### src/rtl/hsv_convert_pipe.sv
// Pipelined RGB (or RGB565) to HSV converter with valid/ready flow control and a sideband user field.
// Stage A finds max/min/sector, N = max(6, CH_W) restoring-divider stages, then one output stage.
module hsv_convert_pipe #(
    parameter int CH_W   = 8,
    parameter int RGB565 = 0,
    parameter int USER_W = 2,
    localparam int IN_W  = (RGB565 != 0) ? 16 : 3 * CH_W
) (
    input  logic              i_clk,
    input  logic              i_rstn,
    input  logic [IN_W-1:0]   i_data,
    input  logic [USER_W-1:0] i_user,
    input  logic              i_valid,
    output logic              o_ready,
    output logic [8:0]        o_hue,
    output logic [CH_W-1:0]   o_sat,
    output logic [CH_W-1:0]   o_val,
    output logic [USER_W-1:0] o_user,
    output logic              o_valid,
    input  logic              i_ready
);
    localparam int N  = (CH_W > 6) ? CH_W : 6;
    localparam int RW = CH_W + N;
    localparam logic [RW-1:0] CH_MAX = RW'((1 << CH_W) - 1);

    logic [CH_W-1:0] w_r, w_g, w_b;

    generate
        if (RGB565 != 0) begin : g_565
            assign w_r = {i_data[15:11], i_data[15:13]};
            assign w_g = {i_data[10:5],  i_data[10:9]};
            assign w_b = {i_data[4:0],   i_data[4:2]};
        end else begin : g_rgb
            assign w_r = i_data[3*CH_W-1:2*CH_W];
            assign w_g = i_data[2*CH_W-1:CH_W];
            assign w_b = i_data[CH_W-1:0];
        end
    endgenerate

    logic            w_ce;
    logic [CH_W-1:0] w_mx, w_mn, w_dlt, w_dmag;
    logic [1:0]      w_sec;
    logic            w_sgn;

    assign w_ce    = i_ready | ~o_valid;
    assign o_ready = w_ce;

    // Ties resolve R over G over B so the comparisons below are ordered on purpose.
    always_comb begin
        w_sec  = 2'd0;
        w_mx   = w_r;
        w_sgn  = 1'b0;
        w_dmag = '0;
        if (w_r >= w_g && w_r >= w_b) begin
            w_sec  = 2'd0;
            w_mx   = w_r;
            w_sgn  = (w_g < w_b);
            w_dmag = w_sgn ? (w_b - w_g) : (w_g - w_b);
        end else if (w_g >= w_b) begin
            w_sec  = 2'd1;
            w_mx   = w_g;
            w_sgn  = (w_b < w_r);
            w_dmag = w_sgn ? (w_r - w_b) : (w_b - w_r);
        end else begin
            w_sec  = 2'd2;
            w_mx   = w_b;
            w_sgn  = (w_r < w_g);
            w_dmag = w_sgn ? (w_g - w_r) : (w_r - w_g);
        end
        w_mn = (w_r < w_g) ? w_r : w_g;
        if (w_b < w_mn) w_mn = w_b;
        w_dlt = w_mx - w_mn;
    end

    logic              r_vld  [0:N];
    logic [USER_W-1:0] r_user [0:N];
    logic [CH_W-1:0]   r_mx   [0:N];
    logic [CH_W-1:0]   r_dlt  [0:N];
    logic              r_sgn  [0:N];
    logic [1:0]        r_sec  [0:N];
    logic [RW-1:0]     r_rh   [0:N];
    logic [RW-1:0]     r_rs   [0:N];
    logic [N-1:0]      r_qh   [0:N];
    logic [N-1:0]      r_qs   [0:N];

    logic [RW-1:0]     w_rh   [1:N];
    logic [RW-1:0]     w_rs   [1:N];
    logic [N-1:0]      w_qh   [1:N];
    logic [N-1:0]      w_qs   [1:N];

    // Stage k resolves quotient bit N-k; a zero divisor never sets a bit, so the quotient stays 0.
    always_comb begin
        for (int k = 1; k <= N; k++) begin
            w_rh[k] = r_rh[k-1];
            w_qh[k] = r_qh[k-1];
            w_rs[k] = r_rs[k-1];
            w_qs[k] = r_qs[k-1];
            if (r_dlt[k-1] != '0 && r_rh[k-1] >= (RW'(r_dlt[k-1]) << (N - k))) begin
                w_rh[k]      = r_rh[k-1] - (RW'(r_dlt[k-1]) << (N - k));
                w_qh[k][N-k] = 1'b1;
            end
            if (r_mx[k-1] != '0 && r_rs[k-1] >= (RW'(r_mx[k-1]) << (N - k))) begin
                w_rs[k]      = r_rs[k-1] - (RW'(r_mx[k-1]) << (N - k));
                w_qs[k][N-k] = 1'b1;
            end
        end
    end

    logic [10:0] w_hq, w_hraw;
    logic [8:0]  w_hue;

    always_comb begin
        w_hq = 11'(r_qh[N]);
        case (r_sec[N])
            2'd1:    w_hraw = 11'd120;
            2'd2:    w_hraw = 11'd240;
            default: w_hraw = 11'd0;
        endcase
        w_hraw = r_sgn[N] ? (w_hraw - w_hq) : (w_hraw + w_hq);
        w_hue  = w_hraw[10] ? 9'(w_hraw + 11'd360) : w_hraw[8:0];
    end

    logic              r_ovld;
    logic [8:0]        r_hue;
    logic [CH_W-1:0]   r_sat;
    logic [CH_W-1:0]   r_val;
    logic [USER_W-1:0] r_ouser;

    always_ff @(posedge i_clk) begin
        if (!i_rstn) begin
            for (int k = 0; k <= N; k++) r_vld[k] <= 1'b0;
            r_ovld  <= 1'b0;
            r_hue   <= '0;
            r_sat   <= '0;
            r_val   <= '0;
            r_ouser <= '0;
        end else if (w_ce) begin
            r_vld[0] <= i_valid;
            for (int k = 1; k <= N; k++) r_vld[k] <= r_vld[k-1];
            r_ovld  <= r_vld[N];
            r_hue   <= w_hue;
            r_sat   <= r_qs[N][CH_W-1:0];
            r_val   <= r_mx[N];
            r_ouser <= r_user[N];
        end
    end

    // Datapath registers need no reset: only the valid bits qualify them.
    always_ff @(posedge i_clk) begin
        if (w_ce) begin
            r_user[0] <= i_user;
            r_mx[0]   <= w_mx;
            r_dlt[0]  <= w_dlt;
            r_sgn[0]  <= w_sgn;
            r_sec[0]  <= w_sec;
            r_rh[0]   <= RW'(w_dmag) * RW'(60);
            r_rs[0]   <= RW'(w_dlt) * CH_MAX;
            r_qh[0]   <= '0;
            r_qs[0]   <= '0;
            for (int k = 1; k <= N; k++) begin
                r_user[k] <= r_user[k-1];
                r_mx[k]   <= r_mx[k-1];
                r_dlt[k]  <= r_dlt[k-1];
                r_sgn[k]  <= r_sgn[k-1];
                r_sec[k]  <= r_sec[k-1];
                r_rh[k]   <= w_rh[k];
                r_rs[k]   <= w_rs[k];
                r_qh[k]   <= w_qh[k];
                r_qs[k]   <= w_qs[k];
            end
        end
    end

    assign o_valid = r_ovld;
    assign o_hue   = r_hue;
    assign o_sat   = r_sat;
    assign o_val   = r_val;
    assign o_user  = r_ouser;

endmodule

### config.mk
export PLATFORM = sky130hd
export DESIGN_NAME = hsv_convert_pipe
export DESIGN_NICKNAME = d
export VERILOG_FILES = /design/src/rtl/hsv_convert_pipe.sv
export SDC_FILE = /design/constraint.sdc
export NUM_CORES = 1
export LEC_CHECK = 0
export BUFFER_PORTS_ARGS = -buffer_cell sky130_fd_sc_hd__buf_2
export CAP_MARGIN = 20
export CORE_AREA = 2 2 280 310
export DETAILED_ROUTE_END_ITERATION = 6
export DIE_AREA = 0 0 282 312
export GPL_TIMING_DRIVEN = 0
export SYNTH_ARGS = -nofsm -noshare
export SYNTH_HDL_FRONTEND = slang
export SYNTH_SLANG_ARGS = --single-unit
### constraint.sdc
create_clock -name i_clk -period 18.6 [get_ports i_clk]
set_input_delay 0.93 -clock i_clk [delete_from_list [all_inputs] [get_ports i_clk]]
set_output_delay 0.93 -clock i_clk [all_outputs]
set_load 0.05 [all_outputs]
---- Yosys cells after proc, flatten, opt, wreduce, memory -nomap -nowiden ----
Memories as Yosys holds them, arrays and structs flattened. A register that Yosys moved wholly into a read port is not among the register bits.
Index checks and enable logic that the tools add are counted.
word-level totals
  output and inout bits ................... 29
  logic and storage cells ................. 174
  bits in writable memories ............... 630
  input bits .............................. 30
  flip-flop bits (word level) ............. 9
  memories ................................ 10
memories
  name             words  bits a word  read ports  clocked after Yosys merged registers in  wr ports  line  text
  r_rh             9      16           8           0                                        9         81    logic [RW-1:0] r_rh [0:N];
  r_rs             9      16           8           0                                        9         82    logic [RW-1:0] r_rs [0:N];
  r_dlt            9      8            8           0                                        9         78    logic [CH_W-1:0] r_dlt [0:N];
  r_mx             9      8            9           1                                        9         77    logic [CH_W-1:0] r_mx [0:N];
  r_qh             9      8            9           0                                        9         83    logic [N-1:0] r_qh [0:N];
  r_qs             9      8            9           1                                        9         84    logic [N-1:0] r_qs [0:N];
  4 more memories  --     --           --          --                                       --        --
cells by class
  add/subtract/negate cells ............... 26
  mux-type cells .......................... 62
  multiply operators ...................... 2
  bitwise operators ....................... 11
  reduce and logical (&&, ||, !) cells .... 37
  equal/unequal tests ..................... 2
  order comparisons ....................... 23
operators with widths
  operator                                                        count
  16-bit 2-to-1 mux                                               16
  8-bit nonzero test                                              16
  8-bit 2-to-1 mux                                                9
  8-bit subtractor                                                7
  16-bit by 10-bit greater-or-equal comparator with 1-bit output  2
  16-bit by 11-bit greater-or-equal comparator with 1-bit output  2
  16-bit by 12-bit greater-or-equal comparator with 1-bit output  2
  16-bit by 13-bit greater-or-equal comparator with 1-bit output  2
  16-bit by 14-bit greater-or-equal comparator with 1-bit output  2
  16-bit by 15-bit greater-or-equal comparator with 1-bit output  2
  16-bit by 8-bit greater-or-equal comparator with 1-bit output   2
  16-bit by 9-bit greater-or-equal comparator with 1-bit output   2
  8-bit < comparator                                              4
  1-bit 2-to-1 mux                                                32
  16-bit by 10-bit subtractor with 16-bit output                  2
  16-bit by 11-bit subtractor with 16-bit output                  2
  16-bit by 12-bit subtractor with 16-bit output                  2
  16-bit by 13-bit subtractor with 16-bit output                  2
  16-bit by 14-bit subtractor with 16-bit output                  2
  16-bit by 15-bit subtractor with 16-bit output                  2
  16-bit by 8-bit subtractor with 16-bit output                   2
  16-bit by 9-bit subtractor with 16-bit output                   2
  8-bit greater-or-equal comparator                               3
  1-bit logical AND                                               17
  14 further kinds                                                27

---- Logic depth before layout (Yosys ltp) ----
Gate-level depths: netlist of the first run.
An unclocked memory read counts as a cell.
  depth after elaboration ................. 7
  depth in mapped cells ................... 41
  gate-level depth less buffers ........... 40

---- Worst setup path before layout of the first run ----
Ideal clock, no wire load.
  kind .................................... input-to-reg
  from .................................... input i_ready
  to ...................................... memory r_vld[0], data pin
  cell stages on the path ................. 6
  data required time ...................... 18.365 ns
  arrival ................................. 16.163 ns
  setup slack ............................. 2.202 ns
  path through ............................ nor2b_1 clkbuf_1 inv_1 clkbuf_1 buf_1 and3_1
RTL lines
  item         line  text
  from (decl)  20    input logic i_ready
  to (decl)    75    logic r_vld [0:N];

==> summary.md, run 1 <==
| Metric | Value |
|---|---|
| Ys flop type | sky130_fd_sc_hd__edfxtp_1 |
| Antenna Cells | 0 |
| Die Footprint | 0.08798 sq mm |
| Final routed wirelength across all metal layers | 53.02 mm |
| Clock Tree Buf Depth | 3 |
| Worst hold-check path type | flop to flop |
| Number of nets at the end of the flow | 2984 |
| Worst path required time | 18.93 ns |
| Mean routed wirelength per cell | 13.87 microns |
| Share of flip-flops with an asynchronous set or reset | 0% |
| Highest clock frequency the design can meet | 0.09904 GHz |
| Sinks on the clock net | 521 |
| Antenna violations before repair | 0 |
| Area of the core | 0.08450 sq mm |
| Vias/cell | 4.698 |
| # placed instances | 3723 |
| Die outline height | 312 microns |
| Syn avg cell area | 11.73 sq um |
| Worst hold slack | 0.4135 ns |
| Clock latency reported for the late side of the worst-skew pair | 0.59 ns |
| Number of register bits inferred by synthesis | 521 |
| Number of hold-repair buffers added at the cts stage | 0 |
| GRT overflow | 0 |
| Critical path startpoint category | primary input |
| GRT Total Usage | 12.16% |
| Worst path slowest cell | sky130_fd_sc_hd__xnor2_1 |
| Result of the run | completed |
| Crit Path Class | primary input to flop |
| Final cell utilization of the core | 39.33% |
| Final Setup Violations | 0 |
| TritonRoute pass-1 iters | 5 |
| Clock tree from TritonCTS | done |
| Final hold violation count | 0 |
| Routability-driven placement congestion ratio | 0.8641 |
| Remaining antenna violation count after routing | 0 |
| Buffer count from post-CTS setup fixing | 0 |
| Initial core utilization | 34.86% |
| Crit path capture type | flop |
| Wire length of the first global-routing pass | 87.96 mm |
| Mapped Nets | 2856 |
| # port buffers | 57 |
| Setup Skew | 0.009841 ns |
| Slew of the pin with the lowest slew margin | 0.9770 ns |
| Number of standard cells in the layout, taps in and fillers out | 3823 |
| Via count | 17959 |
| Post-detailed-route DRC marker count | 0 |
| Buffer cell driving the clock tree root | sky130_fd_sc_hd__clkbuf_16 |
| Number of different library cells in the post-synthesis netlist | 83 |
| Post-layout minimum cycle time | 10.10 ns |
| Die W | 282 microns |
| Layout Area Growth over Synthesis | 12.80% |
| Arrival time of the worst setup path | 10.42 ns |
| Count of cells resized by post-cts repair | 0 |
| Sequential element share of the synthesized area | 52.16% |
| CTS Buf Count | 54 |
| Number of global-route vias before repair | 18142 |
| Clock input transition at the sequential cells of the worst setup and hold paths | 0.06 ns |
| Count of flip-flops with a built-in enable after synthesis | 493 |
| Final sum of negative setup slack | 0 ns |
| Share of post-route cells with drive strength above 1 | 9.281% |
| RSZ-0062 raised after global routing | false |
| Number of design-rule violations left by the first detailed-router iteration | 839 |
| Worst slew margin | 34.40% |
| Count of synthesis-stage warnings from yosys | 0 |
| Number of H-tree levels | 2 |
| Number of core rows | 112 |
| Cell count after synthesis | 2511 |
| Max stage delay on crit path | 0.80 ns |
| Period Utilization, post-route | 54.28% |
| Max Cap Violations | 0 |
| Largest net degree at the start of global routing | 44 |
| Max-slew violations | 0 |
| Synthesized area | 0.02946 sq mm |
| # IOs | 59 |
| DPL Wire Length | 41.48 mm |
| Worst-path maximum fanout | 10 |
[state kept, by name, indices dropped and copies added, names as in the netlist, 9 cells and up]
signal,cells
r_rs,120
r_rh,111
r_mx,72
r_dlt,64
r_qh,36
r_qs,36
r_sec,18
r_user,18
o_hue,9
r_sgn,9
r_vld,9
[layout make-up]
type                    instances  area [sq um]
plain buffers                  36         143.9
clock buffers                  73          1579
clock inverters                27         191.4
fillers                      8092         51270
inverters                     324          1216
multi-input cells            1630         12740
flip-flops and latches        521         15360
well taps                    1140          1426
repair buffers                 72         573.1
[per-layer routing]
metal  track usage (%)  part of all wire, %  vias up
met5                 0                    0        -
met4             4.400                  3.3        0
met3             1.846                  2.7      105
met2             22.80                   52      204
met1             13.80                   42     8393
li1                  -                    -     9257
[placed cells by master (no fill, tap or decap), types with 42 or more instances in the layout]
cell                          n
sky130_fd_sc_hd__edfxtp_1   493
sky130_fd_sc_hd__inv_1      324
sky130_fd_sc_hd__ha_1       259
sky130_fd_sc_hd__nand2_1    186
sky130_fd_sc_hd__nor2_1     148
sky130_fd_sc_hd__o21ai_0    129
sky130_fd_sc_hd__a21oi_1     93
sky130_fd_sc_hd__xnor2_1     81
sky130_fd_sc_hd__xor2_1      65
sky130_fd_sc_hd__buf_2       64
sky130_fd_sc_hd__a21boi_0    62
sky130_fd_sc_hd__clkbuf_16   59
sky130_fd_sc_hd__mux2_2      57
sky130_fd_sc_hd__fa_1        56
sky130_fd_sc_hd__a21o_1      51
sky130_fd_sc_hd__nor4_1      44
sky130_fd_sc_hd__nor2b_1     42
[kinds of logic (layout without fill, tap and decap cells)]
kind of cell | count (synthesis) | after routing | share of synthesized area, %
compound gates | 471 | 471 | 10.43
xor+xnor | 148 | 148 | 4.472
fa+ha+maj | 315 | 315 | 14.81
buf+inv | 360 | 532 | 4.612
flops | 521 | 521 | 52.16
mux | 90 | 90 | 3.313
simple gates | 606 | 606 | 10.21
[synth_stat cells, types with 5 or more instances]
| master | instances | area (sq um) |
|---|---|---|
| sky130_fd_sc_hd__a211oi_1 | 12 | 90.09 |
| sky130_fd_sc_hd__a21boi_0 | 62 | 465.5 |
| sky130_fd_sc_hd__a21o_1 | 51 | 382.9 |
| sky130_fd_sc_hd__a21oi_1 | 93 | 465.5 |
| sky130_fd_sc_hd__a22o_1 | 5 | 43.79 |
| sky130_fd_sc_hd__a31o_2 | 5 | 43.79 |
| sky130_fd_sc_hd__a31oi_1 | 6 | 37.54 |
| sky130_fd_sc_hd__and3_1 | 16 | 100.1 |
| sky130_fd_sc_hd__buf_2 | 6 | 30.03 |
| sky130_fd_sc_hd__clkbuf_1 | 27 | 101.4 |
| sky130_fd_sc_hd__dfxtp_1 | 28 | 560.5 |
| sky130_fd_sc_hd__edfxtp_1 | 493 | 14800 |
| sky130_fd_sc_hd__fa_1 | 56 | 1121 |
| sky130_fd_sc_hd__ha_1 | 259 | 3241 |
| sky130_fd_sc_hd__inv_1 | 324 | 1216 |
| sky130_fd_sc_hd__mux2_2 | 57 | 641.9 |
| sky130_fd_sc_hd__mux2i_1 | 32 | 320.3 |
| sky130_fd_sc_hd__nand2_1 | 186 | 698.2 |
| sky130_fd_sc_hd__nand2b_1 | 20 | 125.1 |
| sky130_fd_sc_hd__nand3_1 | 27 | 135.1 |
| sky130_fd_sc_hd__nand3b_1 | 9 | 67.56 |
| sky130_fd_sc_hd__nand4_1 | 23 | 143.9 |
| sky130_fd_sc_hd__nand4b_1 | 10 | 87.58 |
| sky130_fd_sc_hd__nor2_1 | 148 | 555.5 |
| sky130_fd_sc_hd__nor2b_1 | 42 | 262.8 |
| sky130_fd_sc_hd__nor3_1 | 30 | 150.1 |
| sky130_fd_sc_hd__nor4_1 | 44 | 275.3 |
| sky130_fd_sc_hd__nor4b_1 | 10 | 87.58 |
| sky130_fd_sc_hd__o21a_1 | 23 | 172.7 |
| sky130_fd_sc_hd__o21ai_0 | 129 | 645.6 |
| sky130_fd_sc_hd__o21ai_1 | 8 | 40.04 |
| sky130_fd_sc_hd__o21bai_1 | 11 | 82.58 |
| sky130_fd_sc_hd__o31ai_1 | 16 | 120.1 |
| sky130_fd_sc_hd__or3_1 | 8 | 50.05 |
| sky130_fd_sc_hd__or4_1 | 8 | 60.06 |
| sky130_fd_sc_hd__xnor2_1 | 81 | 709.4 |
| sky130_fd_sc_hd__xor2_1 | 65 | 569.3 |
[worst max-delay path: cells and delay by family]
| family | cells | cell delay, ns |
|---|---|---|
| AOI/OAI and AO/OA | 16 | 3.49 |
| xor gates and xnor gates | 3 | 1.37 |
| adders and majority gates | 7 | 2.84 |
| buffers and inverters | 6 | 0.78 |
| and+or+nand+nor | 7 | 0.99 |
[path summary, 6_finish.rpt]
path,startpoint,to,slack (ns),cells past startpoint
worst max-delay path,i_data[13],r_rs[0][15],8.50,39
worst min-delay path,r_qh[0][23],r_qh[0][31],0.41,0
worst max register to register,o_valid,r_rs[0][11],14.34,13
worst min register to register,r_qh[0][23],r_qh[0][31],0.41,0
[per-stage QoR]
step	setup WS, ns	area, sq um
floorplan	2.202	29460
global placement	-4.033	31170
detailed placement	7.822	31460
CTS	8.449	33230
global route	7.655	33230
finish	8.504	33230
Power of run 1 is not shown: default switching activity piles up to over one toggle a cycle in this logic, so the estimate is an artifact.
==> run 2: changes to the inputs <==
==> constraint.sdc (replaced) <==
create_clock -name i_clk -period 9.4 [get_ports i_clk]
set_input_delay 0.47 -clock i_clk [delete_from_list [all_inputs] [get_ports i_clk]]
set_output_delay 0.47 -clock i_clk [all_outputs]
set_load 0.05 [all_outputs]
==> run 2 against run 1 <==
Net effect: final area shrank 0.22%; via count decreased by 0.43%; sequential share of layout area increased by 0.10 points; utilization shrank 0.087 points; first-iteration DRC count increased by 7.9%; non-clock buffer count decreased by 7; critical endpoint unchanged; hold slack worse by 0.36 ns; critical path depth increased by 1; global-route usage decreased by 0.075 points; die area unchanged; critical path type unchanged.
==> summary.md, run 2 (synthesized netlist as in run 1, its figures left out) <==
| Metric | Value |
|---|---|
| Result of the run | completed (unchanged) |
| Worst path slowest cell | sky130_fd_sc_hd__fa_1 (was sky130_fd_sc_hd__xnor2_1) |
| Crit Path Class | primary input to flop (unchanged) |
| Clock Tree Buf Depth | 3 (unchanged) |
| Buffer cell driving the clock tree root | sky130_fd_sc_hd__clkbuf_16 (unchanged) |
| Area after DPL | 0.03127 sq mm (was 0.03146 sq mm) |
| Storage cell area | 0.01536 sq mm (unchanged) |
| FILL cells | 8091 (was 8092) |
| Clock input transition at the sequential cells of the worst setup and hold paths | 0.06 ns (about the same) |
| Number of standard cells in the layout, taps in and fillers out | 3818 (was 3823) |
| Worst hold slack | 0.05745 ns (was 0.4135 ns) |
| Final hold violation count | 0 (unchanged) |
| Share of post-route cells with drive strength above 1 | 9.111% (was 9.281%) |
| Critical path startpoint category | primary input (unchanged) |
| Setup Skew | 0.01237 ns (was 0.009841 ns) |
| Die W | 282 microns (unchanged) |
| # placed instances | 3712 (was 3723) |
| Number of core rows | 112 (unchanged) |
| Antenna violations before repair | 0 (unchanged) |
| Worst-path maximum fanout | 10 (unchanged) |
| Period Utilization, post-route | 93.59% |
| Largest registers | r_rs x120, r_rh x111, r_mx x72 (unchanged) |
| Post-detailed-route DRC marker count | 0 (unchanged) |
| Final routed wirelength across all metal layers | 52.39 mm (was 53.02 mm) |
| Number of design-rule violations left by the first detailed-router iteration | 905 (was 839) |
| Number of hold-repair buffers added at the cts stage | 0 (unchanged) |
| Die Footprint | 0.08798 sq mm (unchanged) |
| Crit path capture type | flop (unchanged) |
| Number of global-route vias before repair | 18026 (was 18142) |
| GRT overflow | 0 (unchanged) |
| Routability-driven placement congestion ratio | 0.8773 (was 0.8641) |
| Highest clock frequency the design can meet | 0.1137 GHz |
| Flip-flop count of the largest register after layout | 120 (unchanged) |
| GRT Total Usage | 12.08% (was 12.16%) |
| Arrival time of the worst setup path | 9.13 ns (was 10.42 ns) |
| Number of nets at the end of the flow | 2978 (was 2984) |
| Mean routed wirelength per cell | 13.72 microns (was 13.87 microns) |
| Critical Path Most Common Cell | sky130_fd_sc_hd__ha_1 |
| Max stage delay on crit path | 0.54 ns (was 0.80 ns) |
| # IOs | 59 (unchanged) |
| Clock latency reported for the late side of the worst-skew pair | 0.59 ns (about the same) |
| Slew of the pin with the lowest slew margin | 0.9894 ns (was 0.9770 ns) |
| Clock tree from TritonCTS | done (unchanged) |
| TritonRoute pass-1 iters | 4 (was 5) |
| Antenna Cells | 0 (unchanged) |
| Max Cap Violations | 0 (unchanged) |
| Die outline height | 312 microns (unchanged) |
| Layout Area Growth over Synthesis | 12.55% (was 12.80%) |
| Largest net degree at the start of global routing | 140 (was 44) |
| CTS Buf Count | 55 (was 54) |
| Kind of cell adding the most delay to the critical path | adder cells (was compound AO/OA/AOI/OAI gates) |
| Remaining antenna violation count after routing | 0 (unchanged) |
| Final non-filler cell area | 0.03316 sq mm (was 0.03323 sq mm) |
| Max-slew violations | 0 (unchanged) |
| CP Buf/Inv Count | 7 (was 6) |
| Sinks on the clock net | 521 (unchanged) |
| # port buffers | 57 (unchanged) |
| Via count | 17881 (was 17959) |
| Initial core utilization | 34.86% (unchanged) |
| Largest register by flop count | r_rs (unchanged) |
| Post-layout minimum cycle time | 8.797 ns |
| Area of the core | 0.08450 sq mm (unchanged) |
| Final Setup Violations | 0 (unchanged) |
| Vias/cell | 4.683 (was 4.698) |
| Final cell utilization of the core | 39.24% (was 39.33%) |
| Wire length of the first global-routing pass | 87.40 mm (was 87.96 mm) |
| Worst path required time | 9.73 ns (was 18.93 ns) |
| DPL Wire Length | 39.82 mm (was 41.48 mm) |
| Footprint of the multi-input gates | 0.01284 sq mm (was 0.01274 sq mm) |
| Most frequent standard cell in the layout excluding fill and tap cells | sky130_fd_sc_hd__edfxtp_1 (unchanged) |
| Worst slew margin | 33.34% (was 34.40%) |
| Number of H-tree levels | 2 (unchanged) |
| Highest-count cells in the layout ignoring fill and taps | sky130_fd_sc_hd__edfxtp_1 (493), sky130_fd_sc_hd__inv_1 (323), sky130_fd_sc_hd__ha_1 (259), sky130_fd_sc_hd__nand2_1 (185), sky130_fd_sc_hd__nor2_1 (148) (was sky130_fd_sc_hd__edfxtp_1 (493), sky130_fd_sc_hd__inv_1 (324), sky130_fd_sc_hd__ha_1 (259), sky130_fd_sc_hd__nand2_1 (186), sky130_fd_sc_hd__nor2_1 (148)) |
| Worst hold-check path type | primary input to flop (was flop to flop) |
run 2: what timing repair did:
action,CTS,global route
setup endpoints to repair,2,5
resized for setup,3,18
pin swaps,0,4
setup buffers,0,4
run 2: worst register-to-register path, cell delays in order, from the launching register on:
cell,delay (ns)
sky130_fd_sc_hd__dfxtp_1,0.30
sky130_fd_sc_hd__nor2b_1,0.12
sky130_fd_sc_hd__clkbuf_1,0.24
sky130_fd_sc_hd__inv_1,0.13
sky130_fd_sc_hd__clkbuf_1,0.44
sky130_fd_sc_hd__buf_8,0.61
sky130_fd_sc_hd__buf_16,0.53
sky130_fd_sc_hd__buf_16,0.51
sky130_fd_sc_hd__buf_16,0.58
run 2: stage by stage:
stage	TNS, ns	setup slack [ns]
after floorplan	0	0.7417
after global placement	-629.32	-2.118
after detailed placement	-2.974	-0.9677
after CTS	0	0.05597
after global routing	-0.03450	-0.03450
final	0	0.6029
run 2: path summary, 6_finish.rpt:
check	start	end	slack [ns]	cells after the start
hold reg to reg	r_qs[4][6]	r_qs[5][6]	0.41	0
setup / recovery	i_data[13]	r_rs[0][15]	0.60	40
setup reg to reg	o_valid	r_rs[0][12]	5.49	8
hold / removal	i_user[1]	r_user[0][1]	0.06	1
run 2: routing by layer:
layer | global-route usage (%) | vias up | share of wire, %
met2 | 22.21 | 237 | 51
met4 | 5.041 | 0 | 4.2
li1 | - | 9237 | -
met1 | 13.90 | 8283 | 41
met3 | 1.727 | 124 | 3.0
met5 | 0 | - | 0
run 2: final cells by class:
| class | instances | share of cell area, % |
|---|---|---|
| tap | 1140 | 4.302 |
| clock buffer | 70 | 4.449 |
| sequential | 521 | 46.34 |
| inverter | 324 | 3.668 |
| multi-input combinational | 1630 | 38.72 |
| clock inverter | 32 | 0.8189 |
| timing repair buffer | 65 | 1.223 |
| buffer | 36 | 0.4755 |
Power of run 2 is left out for the same reason.
==> run 3: changes to the inputs <==
--- a/config.mk
+++ b/config.mk
@@ -5,11 +5,12 @@
 export SDC_FILE = /design/constraint.sdc
 export NUM_CORES = 1
 export LEC_CHECK = 0
+export ABC_AREA = 1
 export BUFFER_PORTS_ARGS = -buffer_cell sky130_fd_sc_hd__buf_2
 export CAP_MARGIN = 20
-export CORE_AREA = 2 2 280 310
+export CORE_AREA = 2 2 282 312
 export DETAILED_ROUTE_END_ITERATION = 6
-export DIE_AREA = 0 0 282 312
+export DIE_AREA = 0 0 284 314
 export GPL_TIMING_DRIVEN = 0
 export SYNTH_ARGS = -nofsm -noshare
 export SYNTH_HDL_FRONTEND = slang
==> run 3 against run 2 <==
Net effect: register-to-register slack improved by 1.1 ns; synthesized area grew 1.6%; flip-flop and latch count stayed put; utilization increased by 0.19 points; setup slack improved by 0.12 ns; synthesized cell count up 14%; final area rose by 2.2%; global-route usage rose by 0.66 points; critical endpoint unchanged; largest cell class unchanged.
==> summary.md, run 3 <==
| Metric | Value |
|---|---|
| Layout Area Growth over Synthesis | 13.25% (was 12.55%) |
| Worst hold-check path type | primary input to flop (unchanged) |
| Start point of the critical path | i_data[16] (was i_data[13]) |
| Max stage delay on crit path | 0.54 ns (about the same) |
| GRT overflow | 0 (unchanged) |
| Critical register-to-register path endpoint | r_rs[0][46] (was r_rs[0][12]) |
| Arrival time of the worst setup path | 9.04 ns (was 9.13 ns) |
| # IOs | 59 (unchanged) |
| Wire length of the first global-routing pass | 94.56 mm (was 87.40 mm) |
| Buffer count from post-CTS setup fixing | 0 (unchanged) |
| Post-detailed-route DRC marker count | 0 (unchanged) |
| Number of core rows | 113 (was 112) |
| Slew of the pin with the lowest slew margin | 0.9667 ns (was 0.9894 ns) |
| # port buffers | 58 (was 57) |
| Critical path startpoint category | primary input (unchanged) |
| TritonRoute pass-1 iters | 5 (was 4) |
| Number of register bits inferred by synthesis | 521 (unchanged) |
| Largest registers | r_rs x120, r_rh x111, r_mx x72 (unchanged) |
| Worst-path maximum fanout | 11 (was 10) |
| Xor-xnor portion of the synthesized cell area | 5.009% (was 4.472%) |
| Final routed wirelength across all metal layers | 56.45 mm (was 52.39 mm) |
| Period Utilization, post-route | 92.30% (was 93.59%) |
| Reg-to-reg setup timing slack | 6.55 ns (was 5.49 ns) |
| Most frequent standard cell in the layout excluding fill and tap cells | sky130_fd_sc_hd__edfxtp_1 (unchanged) |
| Share of post-route cells with drive strength above 1 | 8.750% (was 9.111%) |
| Area fraction in and, or, nand and nor cells after synthesis | 12.46% (was 10.21%) |
| DPL Wire Length | 44.09 mm (was 39.82 mm) |
| Worst slew margin | 35.56% (was 33.34%) |
| Number of hold-repair buffers added at the cts stage | 0 (unchanged) |
| Via count | 19524 (was 17881) |
| Largest family of logic cells by synthesized area | adder cells (unchanged) |
| Count of cells resized by post-cts repair | 0 (was 3) |
| Cell count after synthesis | 2864 (was 2511) |
| Crit path capture type | flop (unchanged) |
| Antenna violations before repair | 0 (unchanged) |
| Post-synthesis adder-cell area fraction | 14.58% (was 14.81%) |
| Share of flip-flops with an asynchronous set or reset | 0% (unchanged) |
| Vias/cell | 4.660 (was 4.683) |
| Max-slew violations | 0 (unchanged) |
| Number of global-route vias before repair | 19821 (was 18026) |
| Sequential element share of the synthesized area | 51.35% (was 52.16%) |
| Largest register by flop count | r_rs (unchanged) |
| Setup Skew | 0.01631 ns (was 0.01237 ns) |
| Area of the core | 0.08596 sq mm (was 0.08450 sq mm) |
| Synthesized area | 0.02992 sq mm (was 0.02946 sq mm) |
| Count of synthesis-stage warnings from yosys | 0 (unchanged) |
| Final Setup Violations | 0 (unchanged) |
| List of most frequent post-synthesis cells | sky130_fd_sc_hd__edfxtp_1 (493), sky130_fd_sc_hd__nand2_1 (457), sky130_fd_sc_hd__inv_1 (452), sky130_fd_sc_hd__ha_1 (259), sky130_fd_sc_hd__o21ai_0 (205) (was sky130_fd_sc_hd__edfxtp_1 (493), sky130_fd_sc_hd__inv_1 (324), sky130_fd_sc_hd__ha_1 (259), sky130_fd_sc_hd__nand2_1 (186), sky130_fd_sc_hd__nor2_1 (148)) |
| Worst path required time | 9.76 ns (was 9.73 ns) |
| Number of nets at the end of the flow | 3338 (was 2978) |
| Worst hold slack | 0.05006 ns (was 0.05745 ns) |
| RSZ-0062 raised after global routing | false |
| Clock latency reported for the late side of the worst-skew pair | 0.60 ns (was 0.59 ns) |
| Flip-flop count of the largest register after layout | 120 (unchanged) |
| GRT Total Usage | 12.75% (was 12.08%) |
| Number of H-tree levels | 2 (unchanged) |
| Compound-Gate Fraction of Synth Area | 10.12% (was 10.43%) |
| Remaining antenna violation count after routing | 0 (unchanged) |
| Final hold violation count | 0 (unchanged) |
| Final cell utilization of the core | 39.42% (was 39.24%) |
| Number of different library cells in the post-synthesis netlist | 73 (was 83) |
| Share of cell area taken by muxes after synthesis | 0.1004% (was 3.313%) |
| CTS Buf Count | 56 (was 55) |
| Last element of the critical path | r_rs[0][15] (unchanged) |
| Syn avg cell area | 10.45 sq um (was 11.73 sq um) |
| Top cells by area in the synthesized netlist | sky130_fd_sc_hd__edfxtp_1 (49%), sky130_fd_sc_hd__ha_1 (11%), sky130_fd_sc_hd__nand2_1 (5.7%), sky130_fd_sc_hd__inv_1 (5.7%), sky130_fd_sc_hd__fa_1 (3.7%) (was sky130_fd_sc_hd__edfxtp_1 (50%), sky130_fd_sc_hd__ha_1 (11%), sky130_fd_sc_hd__inv_1 (4.1%), sky130_fd_sc_hd__fa_1 (3.8%), sky130_fd_sc_hd__xnor2_1 (2.4%)) |
| Clock Tree Buf Depth | 3 (unchanged) |
| Die outline height | 314 microns (was 312 microns) |
| Most numerous cell in the Yosys netlist | sky130_fd_sc_hd__edfxtp_1 (unchanged) |
| Crit Path Class | primary input to flop (unchanged) |
| Die W | 284 microns (was 282 microns) |
| Mapped Nets | 3209 (was 2856) |
| Sinks on the clock net | 521 (unchanged) |
| Clock input transition at the sequential cells of the worst setup and hold paths | 0.06 ns (about the same) |
| Highest-count cells in the layout ignoring fill and taps | sky130_fd_sc_hd__edfxtp_1 (493), sky130_fd_sc_hd__nand2_1 (457), sky130_fd_sc_hd__inv_1 (449), sky130_fd_sc_hd__ha_1 (259), sky130_fd_sc_hd__o21ai_0 (205) (was sky130_fd_sc_hd__edfxtp_1 (493), sky130_fd_sc_hd__inv_1 (323), sky130_fd_sc_hd__ha_1 (259), sky130_fd_sc_hd__nand2_1 (185), sky130_fd_sc_hd__nor2_1 (148)) |
| Cell depth of the worst flop-to-flop path | 11 (was 8) |
| Cell taking the most area after synthesis | sky130_fd_sc_hd__edfxtp_1 (unchanged) |
| Count of flip-flops with a built-in enable after synthesis | 493 (unchanged) |
| Share of the synthesized area in the top cell type | 49.47% (was 50.25%) |
| Worst path slowest cell | sky130_fd_sc_hd__fa_1 (unchanged) |
| Clock tree from TritonCTS | done (unchanged) |
| Startpoint of the lowest-slack register-to-register path | r_mx[1][0] (was o_valid) |
| Result of the run | completed (unchanged) |
| Ys flop type | sky130_fd_sc_hd__edfxtp_1 (unchanged) |
| Die Footprint | 0.08918 sq mm (was 0.08798 sq mm) |
| Mean routed wirelength per cell | 13.47 microns (was 13.72 microns) |
| Max Cap Violations | 0 (unchanged) |
| Antenna Cells | 0 (unchanged) |
| Buffer cell driving the clock tree root | sky130_fd_sc_hd__clkbuf_16 (unchanged) |
| Initial core utilization | 34.81% (was 34.86%) |
| Routability-driven placement congestion ratio | 0.8874 (was 0.8773) |
| Post-layout minimum cycle time | 8.676 ns (was 8.797 ns) |
| Largest net degree at the start of global routing | 50 (was 140) |
| Highest clock frequency the design can meet | 0.1153 GHz (was 0.1137 GHz) |
| Number of design-rule violations left by the first detailed-router iteration | 850 (was 905) |
## run 3: worst min path at each step
stage,startpoint,to,cells after the start
5_1_grt,i_user[0],r_user[0][0],1
3_5_place_dp,r_qh[0][29],r_qh[0][37],0
6_report,i_user[0],r_user[0][0],1
2_1_floorplan,r_qh[0][15],r_qh[0][23],0
4_1_cts,i_user[0],r_user[0][0],1
3_3_place_gp,r_qs[7][4],r_qs[8][4],0
## run 3: logic make-up after synthesis
kind of cell,count (synthesis)
AO/OA/AOI/OAI,512
AND/OR/NAND/NOR,853
XOR/XNOR,166
buffers and inverters,494
multiplexers,3
adder cells (fa/ha/maj),315
flip-flops,521
## run 3: area by class of cell
type | instances | area (sq um)
clock buffers | 66 | 1501
flip-flops and latches | 521 | 15370
fillers | 8368 | 52070
clock inverters | 39 | 465.4
repair buffers | 71 | 538.0
inverters | 461 | 1750
plain buffers | 33 | 171.4
multi-input cells | 1849 | 12660
well taps | 1150 | 1439
## run 3: through the flow
stage          setup WS (ns)  cell area (sq um)  setup TNS (ns)  instances
3_3_place_gp          -3.417              31680         -918.55       4072
6_report              0.7237              33890               0       4190
4_1_cts               0.6783              33880               0       4189
3_5_place_dp         0.02614              31920               0       4084
5_1_grt              0.03103              33890               0       4190
2_1_floorplan       -0.07757              29950         -0.6981       2864
## run 3: worst max-delay path: cells and delay by family
family | cells | cell delay, ns
adder cells (fa/ha/maj) | 10 | 3.73
AO/OA/AOI/OAI | 11 | 2.05
AND/OR/NAND/NOR | 12 | 1.13
buffers and inverters | 9 | 0.95
XOR/XNOR | 2 | 0.65
## run 3: per-layer routing
| metal | GRT usage [%] | vias to the layer above | share of wire, % |
|---|---|---|---|
| li1 | - | 10103 | - |
| met1 | 14.51 | 8983 | 41 |
| met2 | 24.21 | 317 | 52 |
| met3 | 1.623 | 121 | 3.4 |
| met4 | 4.809 | 0 | 3.3 |
| met5 | 0 | - | 0 |
Power of run 3 is left out for the same reason.
